<file path="config.mk">
export PLATFORM = sky130hd
export DESIGN_NAME = ifetch_fill_ctrl
export DESIGN_NICKNAME = d
export VERILOG_FILES = /design/src/rtl/ifetch_fill_ctrl.sv
export SDC_FILE = /design/constraint.sdc
export NUM_CORES = 1
export LEC_CHECK = 0
export CORE_AREA = 2 2 52 90
export CTS_CLUSTER_DIAMETER = 150
export CTS_CLUSTER_SIZE = 10
export DETAILED_ROUTE_END_ITERATION = 8
export DIE_AREA = 0 0 54 92
export PLACE_DENSITY = 0.77
export SLEW_MARGIN = 20
export SYNTH_ARGS = -nofsm -noshare
export SYNTH_HDL_FRONTEND = slang
export SYNTH_SLANG_ARGS = --single-unit
</file>
<file path="constraint.sdc">
create_clock -name clk -period 2.7 [get_ports clk]
set_clock_uncertainty 0.15 [all_clocks]
set_input_delay 0.675 -clock clk [delete_from_list [all_inputs] [get_ports clk]]
set_output_delay 0.675 -clock clk [all_outputs]
set_load 0.03 [all_outputs]
</file>
<file path="src/rtl/ifetch_fill_ctrl.sv">
// ifetch_fill_ctrl: I-cache miss handler; fetches a whole block from memory while stalling the PC.
// Optional miss counter enabled by defining IFETCH_MISS_CNT_EN.
module ifetch_fill_ctrl #(
    parameter int BLOCK_WORDS = 8,
    parameter int WORD_IDX_W  = 3
) (
    input  logic                  clk,
    input  logic                  rst,
    input  logic [15:0]           pc,
    input  logic                  fetch_valid,
    input  logic                  hit,
    output logic                  mem_rd,
    output logic [15:0]           mem_addr,
    input  logic                  mem_data_valid,
    input  logic [15:0]           mem_data,
    output logic                  fill_we,
    output logic [WORD_IDX_W-1:0] fill_word,
    output logic [15:0]           fill_data,
    output logic                  tag_we,
    output logic                  stall,
    output logic [15:0]           miss_count
);
    typedef enum logic [1:0] {IDLE, ISSUE, DRAIN} state_t;
    localparam logic [WORD_IDX_W:0] LAST      = (WORD_IDX_W+1)'(BLOCK_WORDS - 1);
    localparam logic [WORD_IDX_W:0] CNT_ONE   = (WORD_IDX_W+1)'(1);
    localparam logic [15:0]         BASE_MASK = ~16'((2 * BLOCK_WORDS) - 1);
    state_t                state_q, state_d;
    logic [15:0]           base_q, base_d;
    logic [WORD_IDX_W:0]   req_cnt_q, req_cnt_d;
    logic [WORD_IDX_W:0]   ret_cnt_q, ret_cnt_d;
    logic                  miss;
    // state, block base and request/return counters
    always_ff @(posedge clk) begin
        if (rst) begin
            state_q   <= IDLE;
            base_q    <= '0;
            req_cnt_q <= '0;
            ret_cnt_q <= '0;
        end else begin
            state_q   <= state_d;
            base_q    <= base_d;
            req_cnt_q <= req_cnt_d;
            ret_cnt_q <= ret_cnt_d;
        end
    end
    // next state, request issue and return write-back; the last return wins over ISSUE->DRAIN
    always_comb begin
        state_d   = state_q;
        base_d    = base_q;
        req_cnt_d = req_cnt_q;
        ret_cnt_d = ret_cnt_q;
        mem_rd    = 1'b0;
        mem_addr  = 16'h0000;
        fill_we   = 1'b0;
        fill_word = '0;
        fill_data = 16'h0000;
        tag_we    = 1'b0;
        miss      = fetch_valid & ~hit;
        stall     = (state_q == IDLE) ? miss : 1'b1;
        if (state_q == IDLE && miss) begin
            base_d    = pc & BASE_MASK;
            req_cnt_d = '0;
            ret_cnt_d = '0;
            state_d   = ISSUE;
        end
        if (state_q == ISSUE) begin
            mem_rd    = 1'b1;
            mem_addr  = base_q + 16'({req_cnt_q, 1'b0});
            req_cnt_d = req_cnt_q + CNT_ONE;
            state_d   = (req_cnt_q == LAST) ? DRAIN : ISSUE;
        end
        if (state_q != IDLE && mem_data_valid) begin
            fill_we   = 1'b1;
            fill_word = ret_cnt_q[WORD_IDX_W-1:0];
            fill_data = mem_data;
            ret_cnt_d = ret_cnt_q + CNT_ONE;
            if (ret_cnt_q == LAST) begin
                tag_we  = 1'b1;
                state_d = IDLE;
            end
        end
    end
`ifdef IFETCH_MISS_CNT_EN
    logic [15:0] miss_cnt_q, miss_cnt_d;
    // saturating count of IDLE->ISSUE transitions
    always_comb begin
        miss_cnt_d = (state_q == IDLE && miss && miss_cnt_q != 16'hFFFF) ? miss_cnt_q + 16'd1 : miss_cnt_q;
    end
    // miss counter register
    always_ff @(posedge clk) begin
        if (rst) miss_cnt_q <= 16'h0000;
        else     miss_cnt_q <= miss_cnt_d;
    end
    assign miss_count = miss_cnt_q;
`else
    assign miss_count = 16'h0000;
`endif
endmodule

</file>
==> flow_summary.html <==
<table>
<tr><th>Metric</th><th>Value</th></tr>
<tr><th colspan="2">STA</th></tr>
<tr><td>Final clock period utilization by the worst path</td><td>approximately 100%</td></tr>
<tr><td>Final total negative setup slack</td><td>0 ps</td></tr>
<tr><td>Final hold violation count</td><td>0</td></tr>
<tr><td>Clock period minus worst slack</td><td>2660 ps</td></tr>
<tr><td>Final setup viols</td><td>0</td></tr>
<tr><td>Timing-limited maximum frequency</td><td>between 300 and 400 MHz</td></tr>
<tr><td>Unrepaired setup endpoints after global routing</td><td>no</td></tr>
<tr><td>WHS</td><td>about 330 ps</td></tr>
<tr><td>Final slew viol count</td><td>0</td></tr>
<tr><th colspan="2">Finish</th></tr>
<tr><td>Net count reported at finish</td><td>312</td></tr>
<tr><td>Area Growth Syn to Fin</td><td>54.8%</td></tr>
<tr><td>Most common cell after layout, fill and taps aside</td><td>sky130_fd_sc_hd__buf_4</td></tr>
<tr><td>Count of antenna diodes in the layout</td><td>0</td></tr>
<tr><td>Most frequent cells in the layout</td><td>sky130_fd_sc_hd__buf_4 (39), sky130_fd_sc_hd__clkdlybuf4s50_1 (34), sky130_fd_sc_hd__nand2_1 (29), sky130_fd_sc_hd__a21oi_1 (24), sky130_fd_sc_hd__and2_1 (22)</td></tr>
<tr><td>Area taken by multi-input logic gates</td><td>between 900 and 1000 um2</td></tr>
<tr><td>Fraction of the core area covered by cells at the end of the flow</td><td>a little over half</td></tr>
<tr><td>Fill cell instance count of the final layout</td><td>roughly 400</td></tr>
<tr><td>Share of cells above drive strength 1</td><td>a little over a quarter</td></tr>
<tr><td>Sequential cell area</td><td>about 450 um2</td></tr>
<tr><th colspan="2">Yosys</th></tr>
<tr><td>Count of mapped cells out of synthesis</td><td>approximately 200</td></tr>
<tr><td>Synth warn</td><td>0</td></tr>
<tr><td>Post-synthesis instance area</td><td>1510 um2</td></tr>
<tr><td>Post-synthesis sequential element count</td><td>22</td></tr>
<tr><td>Fraction of the yosys area taken by sequential cells</td><td>between 20% and 30%</td></tr>
<tr><td>Post-synthesis area per instance</td><td>approximately 7.7 um2</td></tr>
<tr><td>Distinct cell type count after synthesis</td><td>38</td></tr>
<tr><th colspan="2">Critical path</th></tr>
<tr><td>Worst-path cell chain</td><td>ha_4 &gt; nand3_2 &gt; or4_1 &gt; a21oi_1 &gt; buf_4</td></tr>
<tr><td>Crit path arrival time</td><td>between 1500 and 2000 ps</td></tr>
<tr><td>CP required</td><td>1880 ps</td></tr>
<tr><td>Start-to-end type of the worst setup path</td><td>flop to primary output</td></tr>
<tr><td>Maximum cell stage delay along the critical path</td><td>approximately 540 ps</td></tr>
<tr><td>Startpoint kind of the worst setup timing path</td><td>flop</td></tr>
<tr><td>Critical R2R Launch</td><td>state_q[0]$_SDFF_PP0_</td></tr>
<tr><td>Crit path max fanout</td><td>6</td></tr>
<tr><td>R2r setup slk</td><td>1070 ps</td></tr>
<tr><td>Worst setup path start</td><td>req_cnt_q[3]$_SDFFE_PP0P_</td></tr>
<tr><td>Crit path max-delay cell type</td><td>sky130_fd_sc_hd__or4_1</td></tr>
<tr><td>Sort of element at the end of the critical path</td><td>primary output</td></tr>
<tr><th colspan="2">Die</th></tr>
<tr><td>Die outline area</td><td>4970 um2</td></tr>
<tr><td>Core region area</td><td>about 4300 um2</td></tr>
<tr><td>Total number of placement rows</td><td>32</td></tr>
<tr><td>Die Span X</td><td>roughly 54 um</td></tr>
<tr><td>Io pins</td><td>approximately 90</td></tr>
<tr><td>Die Height</td><td>approximately 90 um</td></tr>
<tr><td>Starting Density</td><td>about a third</td></tr>
<tr><th colspan="2">GRT</th></tr>
<tr><td>Global routing usage summed across all routing layers</td><td>between 10% and 20%</td></tr>
<tr><td>Number of antenna violations at the first check in global routing</td><td>0</td></tr>
<tr><td>Number of global-route vias before repair</td><td>between 1k and 1.5k</td></tr>
<tr><td>Global route overflow</td><td>0</td></tr>
<tr><td>Wire length of the first global-routing pass</td><td>just over 6000 um</td></tr>
<tr><td>Maximum number of pins on one net before global-route repair</td><td>18</td></tr>
<tr><th colspan="2">Clock tree</th></tr>
<tr><td>Worst skew pair latency</td><td>260 ps</td></tr>
<tr><td># Post-CTS Setup Buffers</td><td>0</td></tr>
<tr><td>H-tree level count</td><td>1</td></tr>
<tr><td>Clock transition time at the flip-flop clock pins of the worst setup and hold paths</td><td>80 ps</td></tr>
<tr><td>Library cell used as clock root buffer</td><td>sky130_fd_sc_hd__clkbuf_8</td></tr>
<tr><td>Number of clock sinks</td><td>22</td></tr>
<tr><td>Deepest clock path buffer count</td><td>2</td></tr>
<tr><td>TritonCTS Buffers</td><td>3</td></tr>
<tr><td>CTS hold repair buffers</td><td>0</td></tr>
<tr><td>CTS tree</td><td>done</td></tr>
<tr><th colspan="2">Hold path</th></tr>
<tr><td>Worst min-delay path class</td><td>flop to flop</td></tr>
<tr><td>Hold Path Origin</td><td>base_q[15]$_SDFFE_PP0P_</td></tr>
<tr><th colspan="2">Drt</th></tr>
<tr><td>Final Routed Wirelength</td><td>3780 um</td></tr>
<tr><td>DR DRC count</td><td>0</td></tr>
<tr><td>Via/cell ratio</td><td>around 5</td></tr>
<tr><td>Routed Antenna Nets</td><td>0</td></tr>
<tr><td>Initial detailed-routing violation count</td><td>7</td></tr>
<tr><td>Via count</td><td>around 1.6k</td></tr>
<tr><td>Routed length per placed instance</td><td>about 12 um</td></tr>
<tr><td>Detailed Routing Iterations Pass 1</td><td>4</td></tr>
<tr><th colspan="2">Outcome</th></tr>
<tr><td>Result of the run</td><td>complete, no violations</td></tr>
<tr><th colspan="2">Power</th></tr>
<tr><td>Worst vdd ir</td><td>around 0.34 mV</td></tr>
<tr><td>Power density relative to cell area</td><td>367 nW/um2</td></tr>
<tr><td>Leakage power</td><td>around 0.97 nW</td></tr>
<tr><th colspan="2">Placed design</th></tr>
<tr><td>Global placer's final weighted congestion</td><td>approximately 0.8</td></tr>
<tr><td>Sum of net half-perimeters after detailed placement</td><td>3000 um</td></tr>
<tr><td>Number of port buffers</td><td>70</td></tr>
<tr><th colspan="2">Job</th></tr>
<tr><td>Max-Cap Viols</td><td>0</td></tr>
</table>
[flip-flops by register name (all words and copies together), names as in the netlist]
signal and count:
state_q 2, req_cnt_q 4, ret_cnt_q 4, base_q 12
[stage by stage]
| stage | total power, mW | worst slack, ps | cells | instance area [um2] |
|---|---|---|---|---|
| floorplan | 0.492 | 134 | 212 | 1570 |
| global placement | 0.559 | 126 | 317 | 2200 |
| detailed placement | 0.562 | 96.3 | 317 | 2200 |
| CTS | 0.865 | -24.2 | 321 | 2290 |
| global route | 0.892 | 1.40 | 321 | 2340 |
| finish | 0.859 | 41.3 | 321 | 2340 |
[worst paths after layout]
path	end	cells after the start
max	mem_addr[14]	5
min	base_q[15]$_SDFFE_PP0P_	2
max reg2reg	base_q[12]$_SDFFE_PP0P_	5
min reg2reg	base_q[15]$_SDFFE_PP0P_	2
[per-layer routing]
layer / up-vias / global-route usage (%) / share of wire (%)
li1: 789 / - / -
met3: 6 / 1.30 / 6.0
met4: 0 / 6.88 / 2.1
met2: 74 / 31.2 / 55
met5: - / 0 / 0
met1: 696 / 16.2 / 36
[power breakdown]
| group | internal (mW) | switching [mW] | total (mW) |
|---|---|---|---|
| Combinational | 0.0905 | 0.112 | 0.203 |
| Sequential | 0.335 | 0.0172 | 0.353 |
| Clock | 0.198 | 0.106 | 0.304 |
| Total | 0.624 | 0.235 | 0.859 |
[area by class of cell]
cell class / count / area share, %
sequential: 22 / 19.4
timing repair buffer: 82 / 32.4
clock buffer: 3 / 1.76
inverter: 3 / 0.481
clock inverter: 1 / 1.28
tap: 51 / 2.73
multi-input combinational: 159 / 42.0
[cell families after synthesis]
family	share of synthesized area, %
xor gates and xnor gates	2.32
muxes	2.23
AOI/OAI and AO/OA	15.1
DFF	29.1
other	0.248
buffers and inverters	13.0
adders and majority gates	3.31
and+or+nand+nor	34.6
[critical path: cells and delay by family (launching register included)]
family / cells / cell delay [ps]
adder cells (fa/ha/maj): 1 / 160
flip-flops: 1 / 400
AO/OA/AOI/OAI: 1 / 170
buffers and inverters: 1 / 180
AND/OR/NAND/NOR: 2 / 670
[cell usage after synthesis (all sizes together)]
library cell,instances,area share [%]
a2111oi,1,0.99
a211oi,2,1.3
a21oi,25,8.3
a31oi,2,0.83
and2,23,9.7
and4b,1,0.66
buf,23,11
clkbuf,5,1.2
conb,1,0.25
dfxtp,22,29
ha,4,3.3
inv,3,0.74
mux2,3,2.2
nand2,29,7.2
nand2b,3,1.2
nand3,11,3.6
nand4,5,3.1
nor2,7,1.7
nor2b,1,0.41
nor3,1,0.33
nor3b,1,0.50
nor4b,1,1.6
o21ai,6,2.2
o31ai,3,1.5
or3,4,1.7
or4,3,1.5
or4b,2,1.3
xnor2,1,0.58
xor2,3,1.7
[what timing repair did]
action	4_1_cts	5_1_grt
setup endpoints to repair	9	9
pin swaps	1	2
resized for setup	10	13
Power figures use the tool's default switching activity.
